**src/rtl/sram_pkg.sv**
```systemverilog
// Shared definitions for the SRAM row sequencer: sequencer states and the
// default array geometry / timing constants.
package sram_pkg;

  localparam int DEF_ROWS      = 16;
  localparam int DEF_COLS      = 8;
  localparam int DEF_WR_CYC    = 2;
  localparam int DEF_RD_SETTLE = 3;
  localparam int DEF_MAX_BURST = 4;

  typedef enum logic [2:0] {
    IDLE,
    SHIFT_IN,
    WRITE,
    READ,
    SHIFT_OUT,
    NEXT
  } state_t;

endpackage

```
**src/rtl/sram_shreg.sv**
```systemverilog
// COLS-wide shift register with parallel load. Shifts toward bit 0, so a
// serial stream entering at the MSB ends up LSB-first, and ser_out always
// presents bit 0.
module sram_shreg
  import sram_pkg::*;
#(
  parameter int COLS = DEF_COLS
) (
  input  logic            clk,
  input  logic            arst,
  input  logic            load,
  input  logic            shift,
  input  logic            ser_in,
  input  logic [COLS-1:0] par_in,
  output logic [COLS-1:0] par_out,
  output logic            ser_out
);

  logic [COLS-1:0] word_q;

  // Parallel load wins over shifting; shifting moves every bit one place toward the LSB.
  always_ff @(posedge clk or posedge arst) begin
    if (arst) begin
      word_q <= '0;
    end else if (load) begin
      word_q <= par_in;
    end else if (shift) begin
      word_q <= {ser_in, word_q[COLS-1:1]};
    end
  end

  assign par_out = word_q;
  assign ser_out = word_q[0];

endmodule

```
**src/rtl/sram_seq.sv**
```systemverilog
// SRAM row sequencer: accepts burst commands, deserialises write words and
// drives the write wordline, or pulses the read wordline, captures the sense
// amplifiers and serialises the word back out, stepping through rows with wrap.
module sram_seq
  import sram_pkg::*;
#(
  parameter int ROWS      = DEF_ROWS,
  parameter int COLS      = DEF_COLS,
  parameter int WR_CYC    = DEF_WR_CYC,
  parameter int RD_SETTLE = DEF_RD_SETTLE,
  parameter int MAX_BURST = DEF_MAX_BURST
) (
  input  logic                       clk,
  input  logic                       arst,
  input  logic                       cmd_valid,
  output logic                       cmd_ready,
  input  logic                       cmd_write,
  input  logic [$clog2(ROWS)-1:0]    cmd_addr,
  input  logic [$clog2(MAX_BURST):0] cmd_len,
  input  logic                       ser_in,
  output logic [$clog2(ROWS)-1:0]    row_sel,
  output logic                       wl_wr_en,
  output logic                       wl_rd_en,
  output logic [COLS-1:0]            col_data,
  input  logic [COLS-1:0]            sa_data,
  output logic                       ser_out,
  output logic                       ser_out_valid,
  output logic                       done,
  output logic                       err
);

  localparam int ADDR_W  = $clog2(ROWS);
  localparam int LEN_W   = $clog2(MAX_BURST) + 1;
  localparam int CNT_MAX = (COLS > WR_CYC) ? ((COLS > RD_SETTLE) ? COLS : RD_SETTLE)
                                           : ((WR_CYC > RD_SETTLE) ? WR_CYC : RD_SETTLE);
  localparam int CNT_W   = (CNT_MAX > 1) ? $clog2(CNT_MAX) : 1;

  state_t            state, state_n;
  logic [CNT_W-1:0]  phase_cnt;
  logic [LEN_W-1:0]  words_left;
  logic              is_write;
  logic [ADDR_W-1:0] row_q;
  logic [COLS-1:0]   col_q;
  logic              err_pulse;
  logic              accept;
  logic              cmd_bad;
  logic              phase_last;
  logic [COLS-1:0]   in_word;
  logic [COLS-1:0]   out_word;
  logic              in_ser;
  logic              out_ser;
  logic              unused_taps;

  assign accept  = cmd_valid && (state == IDLE);
  assign cmd_bad = (32'(cmd_addr) >= 32'(ROWS)) || (32'(cmd_len) >= 32'(MAX_BURST));

  // Next-state and Moore outputs; each timed phase ends when its cycle counter hits the phase length.
  always_comb begin
    state_n       = state;
    phase_last    = 1'b0;
    cmd_ready     = 1'b0;
    wl_wr_en      = 1'b0;
    wl_rd_en      = 1'b0;
    ser_out_valid = 1'b0;
    done          = err_pulse;
    err           = err_pulse;
    case (state)
      IDLE: begin
        cmd_ready = 1'b1;
        if (accept && !cmd_bad) begin
          state_n = cmd_write ? SHIFT_IN : READ;
        end
      end
      SHIFT_IN: begin
        phase_last = (phase_cnt == CNT_W'(COLS - 1));
        if (phase_last) state_n = WRITE;
      end
      WRITE: begin
        wl_wr_en   = 1'b1;
        phase_last = (phase_cnt == CNT_W'(WR_CYC - 1));
        if (phase_last) state_n = NEXT;
      end
      READ: begin
        wl_rd_en   = 1'b1;
        phase_last = (phase_cnt == CNT_W'(RD_SETTLE - 1));
        if (phase_last) state_n = SHIFT_OUT;
      end
      SHIFT_OUT: begin
        ser_out_valid = 1'b1;
        phase_last    = (phase_cnt == CNT_W'(COLS - 1));
        if (phase_last) state_n = NEXT;
      end
      NEXT: begin
        if (words_left == '0) begin
          done    = 1'b1;
          state_n = IDLE;
        end else begin
          state_n = is_write ? SHIFT_IN : READ;
        end
      end
      default: state_n = IDLE;
    endcase
  end

  // State register; reset drops straight back to IDLE so wordlines fall immediately.
  always_ff @(posedge clk or posedge arst) begin
    if (arst) state <= IDLE;
    else      state <= state_n;
  end

  // Cycle counter within the current phase, restarted on every state change.
  always_ff @(posedge clk or posedge arst) begin
    if (arst) begin
      phase_cnt <= '0;
    end else if ((state_n != state) || (state == IDLE)) begin
      phase_cnt <= '0;
    end else begin
      phase_cnt <= phase_cnt + 1'b1;
    end
  end

  // Command latching, burst bookkeeping with row wrap, error pulse, and write-word capture.
  always_ff @(posedge clk or posedge arst) begin
    if (arst) begin
      row_q      <= '0;
      words_left <= '0;
      is_write   <= 1'b0;
      err_pulse  <= 1'b0;
      col_q      <= '0;
    end else begin
      err_pulse <= accept && cmd_bad;
      if (accept && !cmd_bad) begin
        row_q      <= cmd_addr;
        words_left <= cmd_len;
        is_write   <= cmd_write;
      end else if ((state == NEXT) && (words_left != '0)) begin
        words_left <= words_left - 1'b1;
        row_q      <= (row_q == ADDR_W'(ROWS - 1)) ? '0 : row_q + 1'b1;
      end
      if ((state == SHIFT_IN) && phase_last) begin
        col_q <= {ser_in, in_word[COLS-1:1]};
      end
    end
  end

  sram_shreg #(.COLS(COLS)) u_shift_in (
    .clk     (clk),
    .arst    (arst),
    .load    (1'b0),
    .shift   (state == SHIFT_IN),
    .ser_in  (ser_in),
    .par_in  ('0),
    .par_out (in_word),
    .ser_out (in_ser)
  );

  sram_shreg #(.COLS(COLS)) u_shift_out (
    .clk     (clk),
    .arst    (arst),
    .load    ((state == READ) && phase_last),
    .shift   (state == SHIFT_OUT),
    .ser_in  (1'b0),
    .par_in  (sa_data),
    .par_out (out_word),
    .ser_out (out_ser)
  );

  // Taps of the shared shift-register cell that neither direction needs.
  assign unused_taps = ^{in_word[0], in_ser, out_word};

  assign ser_out  = out_ser & ser_out_valid;
  assign row_sel  = row_q;
  assign col_data = col_q;

endmodule

```
**config.mk**
```make
export PLATFORM = sky130hd
export DESIGN_NAME = sram_seq
export DESIGN_NICKNAME = d
export VERILOG_FILES = /design/src/rtl/sram_pkg.sv /design/src/rtl/sram_shreg.sv /design/src/rtl/sram_seq.sv
export SDC_FILE = /design/constraint.sdc
export NUM_CORES = 1
export LEC_CHECK = 0
export ABC_AREA = 1
export ABC_CLOCK_PERIOD_IN_PS = 2300
export CORE_MARGIN = 8
export CORE_UTILIZATION = 55
export DETAILED_ROUTE_END_ITERATION = 10
export PLACE_DENSITY = 0.84
export SLEW_MARGIN = 25
export SYNTH_ARGS = -nofsm -noshare
export SYNTH_HDL_FRONTEND = slang
export SYNTH_HIERARCHICAL = 1
export SYNTH_SLANG_ARGS = --single-unit
```
**constraint.sdc**
```tcl
create_clock -name clk -period 2.3 [get_ports clk]
set_input_delay 0.46 -clock clk [delete_from_list [all_inputs] [get_ports clk]]
set_output_delay 0.46 -clock clk [all_outputs]
set_load 0.05 [all_outputs]
```
# Word level (Yosys, flattened, before mapping)
# Cells that the tools add are included.
[totals]
in_bits = 20
ramBits = 0
register_bits = 39
mem_bits_ro = 0
memories = 0
output_inout_bits = 19
wordCells = 62
latchBits = 0
[op_classes]
n_div = 0
shift = 0
n_eq_ne = 10
n_mux = 24
bitwise = 1
addsub = 3
n_mul = 0
reduce_logical = 14
magnitude_cmp = 1
[op_table]
columns = ["cell", "count"]
rows = [
  ["$mux 3", 8],
  ["$pmux 3 s6", 1],
  ["$mux 8", 2],
  ["$mux 4", 3],
  ["$eq 3x2->1 const B", 3],
  ["$eq 3x3->1 const B", 3],
  ["$eq 3x1->1 const B", 2],
  ["$logic_and 1x1->1", 6],
  ["$logic_not 3->1", 2],
  ["$mux 1", 6],
  ["$mux 2", 3],
  ["$add 4x1->4 const B", 1],
  ["$eq 4x4->1 const B", 1],
  ["$reduce_bool 2->1", 2],
  ["$add 3x1->3 const B", 1],
  ["$ge 3x3->1 const B", 1],
  ["$ne 3x3->1", 1],
  ["$pmux 1 s3", 1],
  ["$reduce_bool 3->1", 1],
  ["$sub 3x1->3 const B", 1],
  ["$reduce_or 2->1", 1],
  ["$and 1x1->1", 1],
  ["$logic_not 1->1", 1],
  ["$logic_or 1x1->1", 1],
]

# Depth between registers and ports, before layout
# Gate-level depths: netlist of run 1.
[logic_depth]
depth_word = 8
depth_mapped = 12
ltp_nobuf = 12

# Cells and area by module
# Netlist of run 1, hierarchy kept.
[modules_own_cells]
columns = ["mod", "n_inst", "seq_area_each_um2", "cells_each", "area_per_inst_um2"]
rows = [
  ["sram_seq", 1, 575.6, 153, 1263.7],
  ["sram_shreg", 2, 200.2, 46, 385.4],
]

# Worst setup path before layout of run 1
# No wires, ideal clock.
[synth_timing]
path_kind = "reg2out"
from = "register state[1]"
to = "output port ser_out"
stages_incl_launch_ff = 6
arrival_time_ns = 2.238
required_ns = 1.840
path_buffers = 0
slack_ns = -0.398
cell_sequence = "dfrtp_1 -> nor2_1 -> inv_1 -> nor2_1 -> inv_1 -> nor2_1"
[synth_between]
elab_chain_cells = 3
[synth_lines]
columns = ["element", "line", "text"]
rows = [
  ["from (decl)", "sram_seq.sv:38", "state_t state, state_n;"],
  ["from (signal assigned)", "sram_seq.sv:108", "else state <= state_n;"],
  ["$eq 3x3->1", "sram_seq.sv:67", "case (state)"],
  ["$mux 1", "sram_seq.sv:67", ""],
  ["net ser_out_valid", "sram_seq.sv:27", "output logic ser_out_valid,"],
  ["$and 1x1->1", "sram_seq.sv:171", "assign ser_out = out_ser & ser_out_valid;"],
  ["to (decl)", "sram_seq.sv:26", "output logic ser_out,"],
]
# The timed path passes the listed nets, and every way through them passes these cells.

# Final worst setup path of run 1
[layout_timing]
from = "register state[0]"
to = "output port ser_out"
[layout_between]
elab_chain_cells = 3
[layout_lines]
columns = ["element", "line"]
rows = [
  ["$eq 3x3->1", "sram_seq.sv:67"],
  ["$mux 1", "sram_seq.sv:67"],
  ["$and 1x1->1", "sram_seq.sv:171"],
]
# No other way between the ends.

==> report_table.html, run 1 <==
<table>
<tr><th>Metric</th><th>Value</th></tr>
<tr><th colspan="2">Outcome</th></tr>
<tr><td>Outcome</td><td>finished, final reports clean</td></tr>
<tr><th colspan="2">GRT</th></tr>
<tr><td>Number of global-route vias before repair</td><td>1774</td></tr>
<tr><td>Global-route usage over all layers</td><td>0.1608</td></tr>
<tr><td>Pin count of the biggest net entering global routing</td><td>24</td></tr>
<tr><td>Final global-route overflow total</td><td>0</td></tr>
<tr><td>Antenna violations before repair</td><td>0</td></tr>
<tr><td>Wire length of the first global-routing pass</td><td>7.741 mm</td></tr>
<tr><th colspan="2">Floorplanning</th></tr>
<tr><td>Initial standard-cell utilization of the core</td><td>0.5832</td></tr>
<tr><td>FP Rows</td><td>21</td></tr>
<tr><td>Width of the die</td><td>75.95 µm</td></tr>
<tr><td>I/O pin cnt</td><td>39</td></tr>
<tr><td>Die Outline Area</td><td>0.005768 mm²</td></tr>
<tr><td>Standard cell core area</td><td>0.003390 mm²</td></tr>
<tr><td>Vertical die dimension</td><td>75.95 µm</td></tr>
<tr><th colspan="2">Setup path</th></tr>
<tr><td>Reg-to-reg setup timing slack</td><td>0.54 ns</td></tr>
<tr><td>Master of the slowest instance on the critical path</td><td>sky130_fd_sc_hd__dfrtp_1</td></tr>
<tr><td>Number of cells on the worst reg-to-reg path</td><td>9</td></tr>
<tr><td>Worst reg2reg path endpoint</td><td>phase_cnt[0]$_DFF_PP0_</td></tr>
<tr><td>Critical path class</td><td>reg2out</td></tr>
<tr><td>Stage delay of the slowest cell on the critical path</td><td>0.44 ns</td></tr>
<tr><td>Startpoint of the worst register-to-register path</td><td>phase_cnt[0]$_DFF_PP0_</td></tr>
<tr><td>Arrival time worst endpoint</td><td>1.67 ns</td></tr>
<tr><td>Required time of the critical path</td><td>1.84 ns</td></tr>
<tr><td>Cell breakdown of the critical path</td><td>nor2_1, inv_1, nor2_2, inv_1, nor2_2, buf_12</td></tr>
<tr><td>Startpoint Class</td><td>register</td></tr>
<tr><td>Startpoint of the worst setup timing path</td><td>state[0]$_DFF_PP0_</td></tr>
<tr><td>Critical path peak fanout</td><td>4</td></tr>
<tr><td>Element type at the critical path end</td><td>output port</td></tr>
<tr><th colspan="2">Drt</th></tr>
<tr><td>Per-cell via count in the routed design</td><td>5.045</td></tr>
<tr><td>Total wire length</td><td>4.477 mm</td></tr>
<tr><td>Via total after detailed routing</td><td>1690</td></tr>
<tr><td>Number of nets still failing antenna checks after routing</td><td>0</td></tr>
<tr><td>Post-detailed-route wirelength per cell</td><td>13.36 µm</td></tr>
<tr><td>Remaining design rule violation count</td><td>0</td></tr>
<tr><td>Length of the first detailed-routing pass in iterations</td><td>4</td></tr>
<tr><td>Violation count after the first detailed-routing iteration</td><td>70</td></tr>
<tr><th colspan="2">Placement</th></tr>
<tr><td>Total half-perimeter wirelength after legalization and detailed placement</td><td>3.347 mm</td></tr>
<tr><td>Placed Cells incl. Taps</td><td>328</td></tr>
<tr><td>Count of buffers from port buffering</td><td>38</td></tr>
<tr><td>RePlAce Congestion</td><td>0.8140</td></tr>
<tr><th colspan="2">Final layout</th></tr>
<tr><td>Number of nets at the end of the flow</td><td>316</td></tr>
<tr><td>Layout cell share with drive strength beyond 1</td><td>0.1280</td></tr>
<tr><td>Number of fill cells in the layout</td><td>247</td></tr>
<tr><td>Final antenna diode count</td><td>0</td></tr>
<tr><td>Synthesis-to-layout area growth</td><td>27.22%</td></tr>
<tr><td>Final Instance Count excl. Fillers</td><td>335</td></tr>
<tr><th colspan="2">Timing</th></tr>
<tr><td>Headroom to the max-slew limit</td><td>0.6617</td></tr>
<tr><td>Minimum clock period</td><td>2.132 ns</td></tr>
<tr><td>Worst hold slack across all endpoints</td><td>0.4142 ns</td></tr>
<tr><td>RSZ-0062 raised after global routing</td><td>false</td></tr>
<tr><td>Worst slew pin tran</td><td>0.5059 ns</td></tr>
<tr><td>Worst clock skew on the final layout</td><td>0.008528 ns</td></tr>
<tr><td>Max frequency</td><td>469.1 MHz</td></tr>
<tr><td>Crit share post-route</td><td>0.9269</td></tr>
<tr><td>Final setup violation count</td><td>0</td></tr>
<tr><td>Final-layout setup total negative slack</td><td>0 ns</td></tr>
<tr><td>Final hold violation count</td><td>0</td></tr>
<tr><td>Max Transition Viols Final</td><td>0</td></tr>
<tr><th colspan="2">Clock network</th></tr>
<tr><td>Library cell used as clock root buffer</td><td>sky130_fd_sc_hd__clkbuf_4</td></tr>
<tr><td>Post-CTS setup buffer count</td><td>0</td></tr>
<tr><td>Number of clock sinks</td><td>38</td></tr>
<tr><td>Clock Path Buffers</td><td>2</td></tr>
<tr><td>Number of H-tree branching levels</td><td>2</td></tr>
<tr><td>Worst skew pair latency</td><td>0.35 ns</td></tr>
<tr><td>Total CTS buffers</td><td>5</td></tr>
<tr><td>Clock-pin slew on the worst setup and hold paths</td><td>0.11 ns</td></tr>
<tr><td>Post-CTS Resized</td><td>0</td></tr>
<tr><td>Hold-fix buffers at CTS</td><td>0</td></tr>
<tr><td>TritonCTS clock tree</td><td>yes</td></tr>
<tr><th colspan="2">Power</th></tr>
<tr><td>Leakage</td><td>1.271 nW</td></tr>
<tr><td>Peak supply drop</td><td>0.4296 mV</td></tr>
<tr><td>Power density of the placed cells</td><td>493.0 mW/mm²</td></tr>
<tr><th colspan="2">Run</th></tr>
<tr><td>Max cap viols</td><td>0</td></tr>
<tr><th colspan="2">Logic synthesis</th></tr>
<tr><td>Average instance area after synthesis</td><td>8.306 µm²</td></tr>
<tr><td>YS warnings</td><td>6</td></tr>
<tr><td>Mapped Cells</td><td>238</td></tr>
<tr><td>Cell area after technology mapping</td><td>0.001977 mm²</td></tr>
<tr><th colspan="2">Hold path</th></tr>
<tr><td>Worst Hold Class</td><td>in2async</td></tr>
</table>
area by class of cell:
| cell class | instances | area (µm²) | area share |
|---|---|---|---|
| Multi-Input combinational cell | 172 | 893.4 | 0.3552 |
| Timing Repair Buffer | 41 | 412.9 | 0.1642 |
| Clock inverter | 1 | 30.03 | 0.01194 |
| Inverter | 31 | 118.9 | 0.04726 |
| Tap cell | 46 | 57.56 | 0.02289 |
| Clock buffer | 6 | 51.30 | 0.02040 |
| Sequential cell | 38 | 950.9 | 0.3781 |
worst max-delay path: cells and delay by family, from the launching register on:
| kind | cells | cell delay (ns) |
|---|---|---|
| DFF | 1 | 0.44 |
| buffers and inverters | 3 | 0.36 |
| and+or+nand+nor | 3 | 0.52 |
routing by layer:
| layer | global-route usage | up-vias | wire [µm] |
|---|---|---|---|
| li1 | - | 850 | - |
| met5 | 0 | - | 0 |
| met4 | 0.05882 | 0 | 68 |
| met3 | 0.05071 | 8 | 233 |
| met1 | 0.1843 | 785 | 1980 |
| met2 | 0.2725 | 47 | 2195 |
sequential cells by signal (all words and copies together) (netlist names):
signal	flops
col_data	8
err	1
is_write	1
phase_cnt	3
row_sel	4
state	3
u_shift_in/par_out	7
u_shift_out/par_out	8
words_left	3
placed cells by master, fill, tap and decap left out, types with 4 or more instances in the layout:
master / n
sky130_fd_sc_hd__nor2_2: 4
sky130_fd_sc_hd__ha_1: 7
sky130_fd_sc_hd__inv_1: 26
sky130_fd_sc_hd__clkbuf_4: 5
sky130_fd_sc_hd__nand3_1: 41
sky130_fd_sc_hd__inv_2: 4
sky130_fd_sc_hd__buf_4: 7
sky130_fd_sc_hd__clkdlybuf4s50_1: 32
sky130_fd_sc_hd__nand2_1: 78
sky130_fd_sc_hd__nor2_1: 10
sky130_fd_sc_hd__conb_1: 9
sky130_fd_sc_hd__dfrtp_1: 38
stage by stage:
stage | utilization | setup slack, ns | total power, mW | instance area (µm²)
global placement | 0.7180 | 0.5121 | 0.7862 | 2434
detailed placement | 0.7180 | 0.4413 | 0.7888 | 2434
floorplan | - | 0.08614 | 0.7450 | 2012
CTS | 0.7420 | 0.1555 | 1.246 | 2515
finish | 0.7420 | 0.1681 | 1.240 | 2515
global route | 0.7420 | 0.04980 | 1.287 | 2515
power breakdown:
group	internal (mW)	switching, mW	total (mW)
Sequential	0.686	0.0128	0.698
Combinational	0.0409	0.0389	0.0798
Clock	0.253	0.209	0.462
worst max path at each step:
stage | slack, ns | end | depth (start not counted)
detailed placement | 0.44 | phase_cnt[0]$_DFF_PP0_ | 8
global placement | 0.51 | phase_cnt[0]$_DFF_PP0_ | 8
global route | 0.05 | ser_out | 6
finish | 0.17 | ser_out | 6
CTS | 0.16 | ser_out | 6
floorplan | 0.09 | ser_out | 5
Note: power is estimated with default switching activity, not from simulation.
==> run 2: changes to the inputs <==
--- a/config.mk
+++ b/config.mk
@@ -7,7 +7,7 @@
 export LEC_CHECK = 0
 export ABC_AREA = 1
 export ABC_CLOCK_PERIOD_IN_PS = 2300
-export CORE_MARGIN = 8
+export CORE_MARGIN = 1.5
 export CORE_UTILIZATION = 55
 export DETAILED_ROUTE_END_ITERATION = 10
 export PLACE_DENSITY = 0.84
==> report_table.html, run 2 (synthesis gave the netlist of run 1 again) <==
<table>
<tr><th>Metric</th><th>Value</th></tr>
<tr><th colspan="2">Timing</th></tr>
<tr><td>Crit share post-route</td><td>0.9153 (was 0.9269)</td></tr>
<tr><td>RSZ-0062 raised after global routing</td><td>false (unchanged)</td></tr>
<tr><td>Final-layout setup total negative slack</td><td>0 ns (unchanged)</td></tr>
<tr><td>Minimum clock period</td><td>2.105 ns (was 2.132 ns)</td></tr>
<tr><td>Max frequency</td><td>475.0 MHz (was 469.1 MHz)</td></tr>
<tr><td>Worst slew pin tran</td><td>0.5052 ns (was 0.5059 ns)</td></tr>
<tr><td>Worst clock skew on the final layout</td><td>0.007136 ns (was 0.008528 ns)</td></tr>
<tr><td>Final hold violation count</td><td>0 (unchanged)</td></tr>
<tr><td>Max Transition Viols Final</td><td>0 (unchanged)</td></tr>
<tr><td>Final setup violation count</td><td>0 (unchanged)</td></tr>
<tr><td>Headroom to the max-slew limit</td><td>0.6621 (was 0.6617)</td></tr>
<tr><th colspan="2">Setup path</th></tr>
<tr><td>Startpoint Class</td><td>register (unchanged)</td></tr>
<tr><td>Required time of the critical path</td><td>1.84 ns (about the same)</td></tr>
<tr><td>Cell breakdown of the critical path</td><td>nor2_1, inv_1, nor2_2, inv_1, nor2_2, buf_12 (unchanged)</td></tr>
<tr><td>Master of the slowest instance on the critical path</td><td>sky130_fd_sc_hd__dfrtp_1 (unchanged)</td></tr>
<tr><td>Stage delay of the slowest cell on the critical path</td><td>0.43 ns (was 0.44 ns)</td></tr>
<tr><td>Element type at the critical path end</td><td>output port (unchanged)</td></tr>
<tr><td>Arrival time worst endpoint</td><td>1.65 ns (was 1.67 ns)</td></tr>
<tr><td>Critical path peak fanout</td><td>4 (unchanged)</td></tr>
<tr><td>Critical path class</td><td>reg2out (unchanged)</td></tr>
<tr><th colspan="2">Clock network</th></tr>
<tr><td>Hold-fix buffers at CTS</td><td>0 (unchanged)</td></tr>
<tr><td>Worst skew pair latency</td><td>0.33 ns (was 0.35 ns)</td></tr>
<tr><td>TritonCTS clock tree</td><td>yes (unchanged)</td></tr>
<tr><td>Clock-pin slew on the worst setup and hold paths</td><td>0.10 ns (was 0.11 ns)</td></tr>
<tr><td>Clock Path Buffers</td><td>2 (unchanged)</td></tr>
<tr><td>Library cell used as clock root buffer</td><td>sky130_fd_sc_hd__clkbuf_4 (unchanged)</td></tr>
<tr><td>Number of H-tree branching levels</td><td>2 (unchanged)</td></tr>
<tr><td>Total CTS buffers</td><td>5 (unchanged)</td></tr>
<tr><td>Number of clock sinks</td><td>38 (unchanged)</td></tr>
<tr><th colspan="2">Power</th></tr>
<tr><td>Leakage</td><td>1.263 nW (was 1.271 nW)</td></tr>
<tr><td>Overall Power</td><td>1.085 mW (was 1.240 mW)</td></tr>
<tr><td>Power density of the placed cells</td><td>434.3 mW/mm² (was 493.0 mW/mm²)</td></tr>
<tr><td>Peak supply drop</td><td>0.3604 mV (was 0.4296 mV)</td></tr>
<tr><th colspan="2">Floorplanning</th></tr>
<tr><td>Initial standard-cell utilization of the core</td><td>0.5832 (unchanged)</td></tr>
<tr><td>FP Rows</td><td>21 (unchanged)</td></tr>
<tr><td>Standard cell core area</td><td>0.003390 mm² (unchanged)</td></tr>
<tr><td>I/O pin cnt</td><td>39 (unchanged)</td></tr>
<tr><td>Vertical die dimension</td><td>62.95 µm (was 75.95 µm)</td></tr>
<tr><td>Width of the die</td><td>62.95 µm (was 75.95 µm)</td></tr>
<tr><td>Die Outline Area</td><td>0.003963 mm² (was 0.005768 mm²)</td></tr>
<tr><th colspan="2">Final layout</th></tr>
<tr><td>Most common cell after layout, fill and taps aside</td><td>sky130_fd_sc_hd__nand2_1 (unchanged)</td></tr>
<tr><td>Number of fill cells in the layout</td><td>269 (was 247)</td></tr>
<tr><td>Layout cell share with drive strength beyond 1</td><td>0.1237 (was 0.1280)</td></tr>
<tr><td>Non-Filler Cell Area, Final</td><td>0.002499 mm² (was 0.002515 mm²)</td></tr>
<tr><td>Most frequent cells in the layout</td><td>sky130_fd_sc_hd__nand2_1, sky130_fd_sc_hd__nand3_1, sky130_fd_sc_hd__dfrtp_1, sky130_fd_sc_hd__clkdlybuf4s50_1, sky130_fd_sc_hd__inv_1 (unchanged)</td></tr>
<tr><td>Final antenna diode count</td><td>0 (unchanged)</td></tr>
<tr><td>Number of nets at the end of the flow</td><td>318 (was 316)</td></tr>
<tr><td>Synthesis-to-layout area growth</td><td>26.39% (was 27.22%)</td></tr>
<tr><th colspan="2">Hold path</th></tr>
<tr><td>Worst Hold Class</td><td>in2async (unchanged)</td></tr>
<tr><th colspan="2">Drt</th></tr>
<tr><td>Remaining design rule violation count</td><td>0 (unchanged)</td></tr>
<tr><td>Per-cell via count in the routed design</td><td>4.955 (was 5.045)</td></tr>
<tr><td>Post-detailed-route wirelength per cell</td><td>11.95 µm (was 13.36 µm)</td></tr>
<tr><td>Total wire length</td><td>4.028 mm (was 4.477 mm)</td></tr>
<tr><td>Via total after detailed routing</td><td>1670 (was 1690)</td></tr>
<tr><td>Number of nets still failing antenna checks after routing</td><td>0 (unchanged)</td></tr>
<tr><td>Length of the first detailed-routing pass in iterations</td><td>4 (unchanged)</td></tr>
<tr><td>Violation count after the first detailed-routing iteration</td><td>92 (was 70)</td></tr>
<tr><th colspan="2">GRT</th></tr>
<tr><td>Number of global-route vias before repair</td><td>1644 (was 1774)</td></tr>
<tr><td>Antenna violations before repair</td><td>0 (unchanged)</td></tr>
<tr><td>Wire length of the first global-routing pass</td><td>7.189 mm (was 7.741 mm)</td></tr>
<tr><td>Final global-route overflow total</td><td>0 (unchanged)</td></tr>
<tr><td>Global-route usage over all layers</td><td>0.2334 (was 0.1608)</td></tr>
<tr><td>Pin count of the biggest net entering global routing</td><td>24 (unchanged)</td></tr>
<tr><th colspan="2">Placement</th></tr>
<tr><td>Count of buffers from port buffering</td><td>38 (unchanged)</td></tr>
<tr><td>Total half-perimeter wirelength after legalization and detailed placement</td><td>3.015 mm (was 3.347 mm)</td></tr>
<tr><td>Placed instance area</td><td>0.002451 mm² (was 0.002434 mm²)</td></tr>
<tr><td>RePlAce Congestion</td><td>0.7878 (was 0.8140)</td></tr>
<tr><th colspan="2">Run</th></tr>
<tr><td>Max cap viols</td><td>0 (unchanged)</td></tr>
<tr><th colspan="2">Outcome</th></tr>
<tr><td>Outcome</td><td>finished, final reports clean (unchanged)</td></tr>
</table>
## run 2: critical path: cells and delay by family, from the launching register on
family        cells  cell delay, ns
simple gates      3            0.52
flops             1            0.43
buf+inv           3            0.36
## run 2: final timing paths
kind	cells after the start	to	slack, ns	start
hold reg to reg	2	col_data[0]$_DFFE_PP0P_	0.49	u_shift_in/par_out[1]$_DFFE_PP0P_
hold / removal	2	u_shift_in/par_out[3]$_DFFE_PP0P_	0.42	arst
min in group clk	2	col_data[0]$_DFFE_PP0P_	0.49	u_shift_in/par_out[1]$_DFFE_PP0P_
setup / recovery	6	ser_out	0.19	state[0]$_DFF_PP0_
setup reg to reg	9	phase_cnt[0]$_DFF_PP0_	0.55	phase_cnt[0]$_DFF_PP0_
max in group asynchronous	3	is_write$_DFFE_PP0P_	1.55	arst
## run 2: through the flow
stage / hold WS, ns / std cells / utilization / worst slack [ns]
6_report: 0.4213 / 337 / 0.7372 / 0.1948
5_1_grt: 0.4396 / 337 / 0.7372 / 0.07360
4_1_cts: 0.4144 / 337 / 0.7364 / 0.04641
3_5_place_dp: 0.4653 / 330 / 0.7231 / 0.4308
3_3_place_gp: 0.4594 / 330 / 0.7231 / 0.4494
2_1_floorplan: 0.2634 / 246 / - / 0.08614
## run 2: report_power, final
group          switching [mW]  total, mW  internal [mW]
clock network           0.194      0.310          0.115
registers              0.0116      0.697          0.686
logic                  0.0375     0.0784         0.0409
total                   0.243       1.09          0.842
## run 2: layout make-up
type	instances	area, µm²	area share
clock buffers	7	45.04	0.01803
inverters	31	118.9	0.04757
multi-input cells	172	893.4	0.3575
flip-flops and latches	38	950.9	0.3806
well taps	46	57.56	0.02303
repair buffers	43	432.9	0.1733
## run 2: routing by layer
metal	wire [µm]	share of wire	GRT usage
met4	51	0.013	0.1250
met1	1813	0.45	0.3074
met2	1978	0.49	0.3670
met5	0	0	0
met3	185	0.046	0.04144
## run 2: repair_timing
| item | CTS | global route |
|---|---|---|
| resized for setup | 0 | 1 |
| endpoints found under the setup margin | 0 | 1 |
| setup buffers | 0 | 0 |
==> run 3: changes to the inputs <==
--- a/config.mk
+++ b/config.mk
@@ -11,6 +11,7 @@
 export CORE_UTILIZATION = 55
 export DETAILED_ROUTE_END_ITERATION = 10
 export PLACE_DENSITY = 0.84
+export SETUP_SLACK_MARGIN = 0.4
 export SLEW_MARGIN = 25
 export SYNTH_ARGS = -nofsm -noshare
 export SYNTH_HDL_FRONTEND = slang
==> report_table.html, run 3 (synthesis gave the netlist of run 1 again) <==
<table>
<tr><th>Metric</th><th>Value</th></tr>
<tr><th colspan="2">Timing</th></tr>
<tr><td>Final-layout setup total negative slack</td><td>0 ns (unchanged)</td></tr>
<tr><td>Headroom to the max-slew limit</td><td>0.6581 (was 0.6621)</td></tr>
<tr><td>Worst slew pin tran</td><td>0.5149 ns (was 0.5052 ns)</td></tr>
<tr><td>RSZ-0062 raised after global routing</td><td>true (was false)</td></tr>
<tr><td>Crit share post-route</td><td>0.8565 (was 0.9153)</td></tr>
<tr><td>Final setup violation count</td><td>0 (unchanged)</td></tr>
<tr><td>Final hold violation count</td><td>0 (unchanged)</td></tr>
<tr><td>Minimum clock period</td><td>1.970 ns (was 2.105 ns)</td></tr>
<tr><td>Max Transition Viols Final</td><td>0 (unchanged)</td></tr>
<tr><td>Worst clock skew on the final layout</td><td>0.01167 ns (was 0.007136 ns)</td></tr>
<tr><td>Max frequency</td><td>507.7 MHz (was 475.0 MHz)</td></tr>
<tr><th colspan="2">Power</th></tr>
<tr><td>Leakage</td><td>1.380 nW (was 1.263 nW)</td></tr>
<tr><td>Power density of the placed cells</td><td>507.7 mW/mm² (was 434.3 mW/mm²)</td></tr>
<tr><td>Proportion of power drawn by flip-flops and latches</td><td>0.510 (was 0.642)</td></tr>
<tr><td>Net load switching power</td><td>0.2736 mW (was 0.2434 mW)</td></tr>
<tr><td>Switching Fraction</td><td>0.1999 (was 0.2243)</td></tr>
<tr><td>Logic gate share of total power</td><td>0.059 (was 0.072)</td></tr>
<tr><td>Internal Power</td><td>1.095 mW (was 0.8418 mW)</td></tr>
<tr><td>Peak supply drop</td><td>0.5964 mV (was 0.3604 mV)</td></tr>
<tr><td>Clk pwr share</td><td>0.431 (was 0.285)</td></tr>
<tr><th colspan="2">Clock network</th></tr>
<tr><td>Hold-fix buffers at CTS</td><td>0 (unchanged)</td></tr>
<tr><td>Number of H-tree branching levels</td><td>2 (unchanged)</td></tr>
<tr><td>Clock Path Buffers</td><td>2 (unchanged)</td></tr>
<tr><td>Library cell used as clock root buffer</td><td>sky130_fd_sc_hd__clkbuf_4 (unchanged)</td></tr>
<tr><td>Clock-pin slew on the worst setup and hold paths</td><td>0.12 ns (was 0.10 ns)</td></tr>
<tr><td>TritonCTS clock tree</td><td>yes (unchanged)</td></tr>
<tr><td>Worst skew pair latency</td><td>0.35 ns (was 0.33 ns)</td></tr>
<tr><td>Number of clock sinks</td><td>38 (unchanged)</td></tr>
<tr><td>Total CTS buffers</td><td>5 (unchanged)</td></tr>
<tr><th colspan="2">GRT</th></tr>
<tr><td>Number of global-route vias before repair</td><td>1722 (was 1644)</td></tr>
<tr><td>Pin count of the biggest net entering global routing</td><td>24 (unchanged)</td></tr>
<tr><td>Final global-route overflow total</td><td>0 (unchanged)</td></tr>
<tr><td>Wire length of the first global-routing pass</td><td>7.721 mm (was 7.189 mm)</td></tr>
<tr><td>Antenna violations before repair</td><td>0 (unchanged)</td></tr>
<tr><td>Global-route usage over all layers</td><td>0.2472 (was 0.2334)</td></tr>
<tr><th colspan="2">Final layout</th></tr>
<tr><td>Most frequent cells in the layout</td><td>sky130_fd_sc_hd__nand2_1, sky130_fd_sc_hd__nand3_1, sky130_fd_sc_hd__dfrtp_1, sky130_fd_sc_hd__inv_1, sky130_fd_sc_hd__clkdlybuf4s50_1 (was sky130_fd_sc_hd__nand2_1, sky130_fd_sc_hd__nand3_1, sky130_fd_sc_hd__dfrtp_1, sky130_fd_sc_hd__clkdlybuf4s50_1, sky130_fd_sc_hd__inv_1)</td></tr>
<tr><td>Number of nets at the end of the flow</td><td>326 (was 318)</td></tr>
<tr><td>Most common cell after layout, fill and taps aside</td><td>sky130_fd_sc_hd__nand2_1 (unchanged)</td></tr>
<tr><td>Non-Filler Cell Area, Final</td><td>0.002695 mm² (was 0.002499 mm²)</td></tr>
<tr><td>Number of fill cells in the layout</td><td>219 (was 269)</td></tr>
<tr><td>Final antenna diode count</td><td>0 (unchanged)</td></tr>
<tr><td>Layout cell share with drive strength beyond 1</td><td>0.1967 (was 0.1237)</td></tr>
<tr><td>Synthesis-to-layout area growth</td><td>36.33% (was 26.39%)</td></tr>
<tr><th colspan="2">Placement</th></tr>
<tr><td>Placed instance area</td><td>0.002446 mm² (was 0.002451 mm²)</td></tr>
<tr><td>Total half-perimeter wirelength after legalization and detailed placement</td><td>3.021 mm (was 3.015 mm)</td></tr>
<tr><td>Count of buffers from port buffering</td><td>38 (unchanged)</td></tr>
<tr><td>RePlAce Congestion</td><td>0.8560 (was 0.7878)</td></tr>
<tr><th colspan="2">Drt</th></tr>
<tr><td>Remaining design rule violation count</td><td>0 (unchanged)</td></tr>
<tr><td>Via total after detailed routing</td><td>1780 (was 1670)</td></tr>
<tr><td>Total wire length</td><td>4.511 mm (was 4.028 mm)</td></tr>
<tr><td>Number of nets still failing antenna checks after routing</td><td>0 (unchanged)</td></tr>
<tr><td>Violation count after the first detailed-routing iteration</td><td>114 (was 92)</td></tr>
<tr><td>Post-detailed-route wirelength per cell</td><td>13.04 µm (was 11.95 µm)</td></tr>
<tr><td>Per-cell via count in the routed design</td><td>5.145 (was 4.955)</td></tr>
<tr><td>Length of the first detailed-routing pass in iterations</td><td>4 (unchanged)</td></tr>
<tr><th colspan="2">Setup path</th></tr>
<tr><td>Required time of the critical path</td><td>1.84 ns (about the same)</td></tr>
<tr><td>Critical path peak fanout</td><td>3 (was 4)</td></tr>
<tr><td>Reg-to-reg setup timing slack</td><td>0.53 ns (was 0.55 ns)</td></tr>
<tr><td>Startpoint of the worst register-to-register path</td><td>phase_cnt[0]$_DFF_PP0_ (unchanged)</td></tr>
<tr><td>Critical path class</td><td>reg2out (unchanged)</td></tr>
<tr><td>Startpoint Class</td><td>register (unchanged)</td></tr>
<tr><td>Number of cells on the worst reg-to-reg path</td><td>9 (unchanged)</td></tr>
<tr><td>Element type at the critical path end</td><td>output port (unchanged)</td></tr>
<tr><td>Arrival time worst endpoint</td><td>1.51 ns (was 1.65 ns)</td></tr>
<tr><td>Worst reg2reg path endpoint</td><td>phase_cnt[0]$_DFF_PP0_ (unchanged)</td></tr>
<tr><th colspan="2">Floorplanning</th></tr>
<tr><td>Vertical die dimension</td><td>62.95 µm (unchanged)</td></tr>
<tr><td>FP Rows</td><td>21 (unchanged)</td></tr>
<tr><td>Die Outline Area</td><td>0.003963 mm² (unchanged)</td></tr>
<tr><td>Initial standard-cell utilization of the core</td><td>0.5832 (unchanged)</td></tr>
<tr><td>Standard cell core area</td><td>0.003390 mm² (unchanged)</td></tr>
<tr><td>Width of the die</td><td>62.95 µm (unchanged)</td></tr>
<tr><td>I/O pin cnt</td><td>39 (unchanged)</td></tr>
<tr><th colspan="2">Outcome</th></tr>
<tr><td>Outcome</td><td>finished, final reports clean (unchanged)</td></tr>
<tr><th colspan="2">Hold path</th></tr>
<tr><td>Worst Hold Class</td><td>in2async (unchanged)</td></tr>
<tr><th colspan="2">Run</th></tr>
<tr><td>Max cap viols</td><td>0 (unchanged)</td></tr>
</table>
==> run 3: cell count changes in the layout (fill, tap and decap cells not counted), sizes merged <==
| cell | change |
|---|---|
| clkdlybuf4s50 | -13 |
| dlygate4sd2 | +13 |
| buf | +8 |
| bufinv | +2 |
| dlymetal6s2s | -1 |
==> run 3: through the flow <==
stage                     hold WS [ns]  utilization  power, mW  setup WS [ns]  cells
final                           0.3875       0.7951      1.368         0.3301    346
after global routing            0.4050       0.7951      1.412         0.2779    346
after floorplan                 0.2634            -     0.7453         0.4123    246
after detailed placement        0.4644       0.7217     0.7886         0.3767    328
after global placement          0.4548       0.7217     0.7856         0.4092    328
after CTS                       0.3866       0.7829      1.373         0.2857    344
==> run 3: power by group through the flow <==
stage,combinational (mW),clock (mW),sequential [mW]
after global placement,0.0757,0,0.710
after detailed placement,0.0778,0,0.711
after CTS,0.0785,0.597,0.698
final,0.0801,0.590,0.698
after floorplan,0.0377,0,0.708
after global routing,0.0897,0.622,0.700
==> run 3: how the worst max path moves through the flow <==
stage                                   from       end  slack [ns]
final                     state[0]$_DFF_PP0_   ser_out        0.33
after detailed placement  state[2]$_DFF_PP0_  wl_rd_en        0.38
after CTS                 state[2]$_DFF_PP0_  wl_rd_en        0.29
after global routing      state[0]$_DFF_PP0_   ser_out        0.28
after global placement    state[2]$_DFF_PP0_  wl_rd_en        0.41
after floorplan           state[1]$_DFF_PP0_   ser_out        0.41
==> run 3: area by class of cell <==
type | instances | area [µm²] | share of cell area
Inverter | 31 | 123.9 | 0.04596
Tap cell | 46 | 57.56 | 0.02136
Timing Repair Buffer | 51 | 495.5 | 0.1838
Multi-Input combinational cell | 172 | 954.7 | 0.3542
Sequential cell | 38 | 952.2 | 0.3533
Clock inverter | 2 | 60.06 | 0.02228
Clock buffer | 6 | 51.30 | 0.01903
==> run 3: what timing repair did <==
item	4_1_cts	5_1_grt
setup buffers	8	2
endpoints found under the setup margin	18	8
gates resized for setup	28	13
cloned	0	0
hold endpoints to repair	0	0
pin swaps	5	3
==> run 3: worst max-delay path, cell delays in order (launching register included) <==
cell and delay [ns]:
sky130_fd_sc_hd__dfrtp_1 0.43, sky130_fd_sc_hd__buf_6 0.13, sky130_fd_sc_hd__nor2_4 0.10, sky130_fd_sc_hd__inv_2 0.07, sky130_fd_sc_hd__nor2_4 0.12, sky130_fd_sc_hd__inv_2 0.07, sky130_fd_sc_hd__nor2_4 0.10, sky130_fd_sc_hd__buf_12 0.14
==> run 3: routing by layer <==
| metal | up-vias | global-route usage | routed length (µm) | share of wire |
|---|---|---|---|---|
| li1 | 863 | - | - | - |
| met1 | 855 | 0.3213 | 1954 | 0.43 |
| met2 | 51 | 0.4056 | 2259 | 0.50 |
| met3 | 11 | 0.05045 | 205 | 0.045 |
| met4 | 0 | 0.09722 | 91 | 0.020 |
| met5 | - | 0 | 0 | 0 |
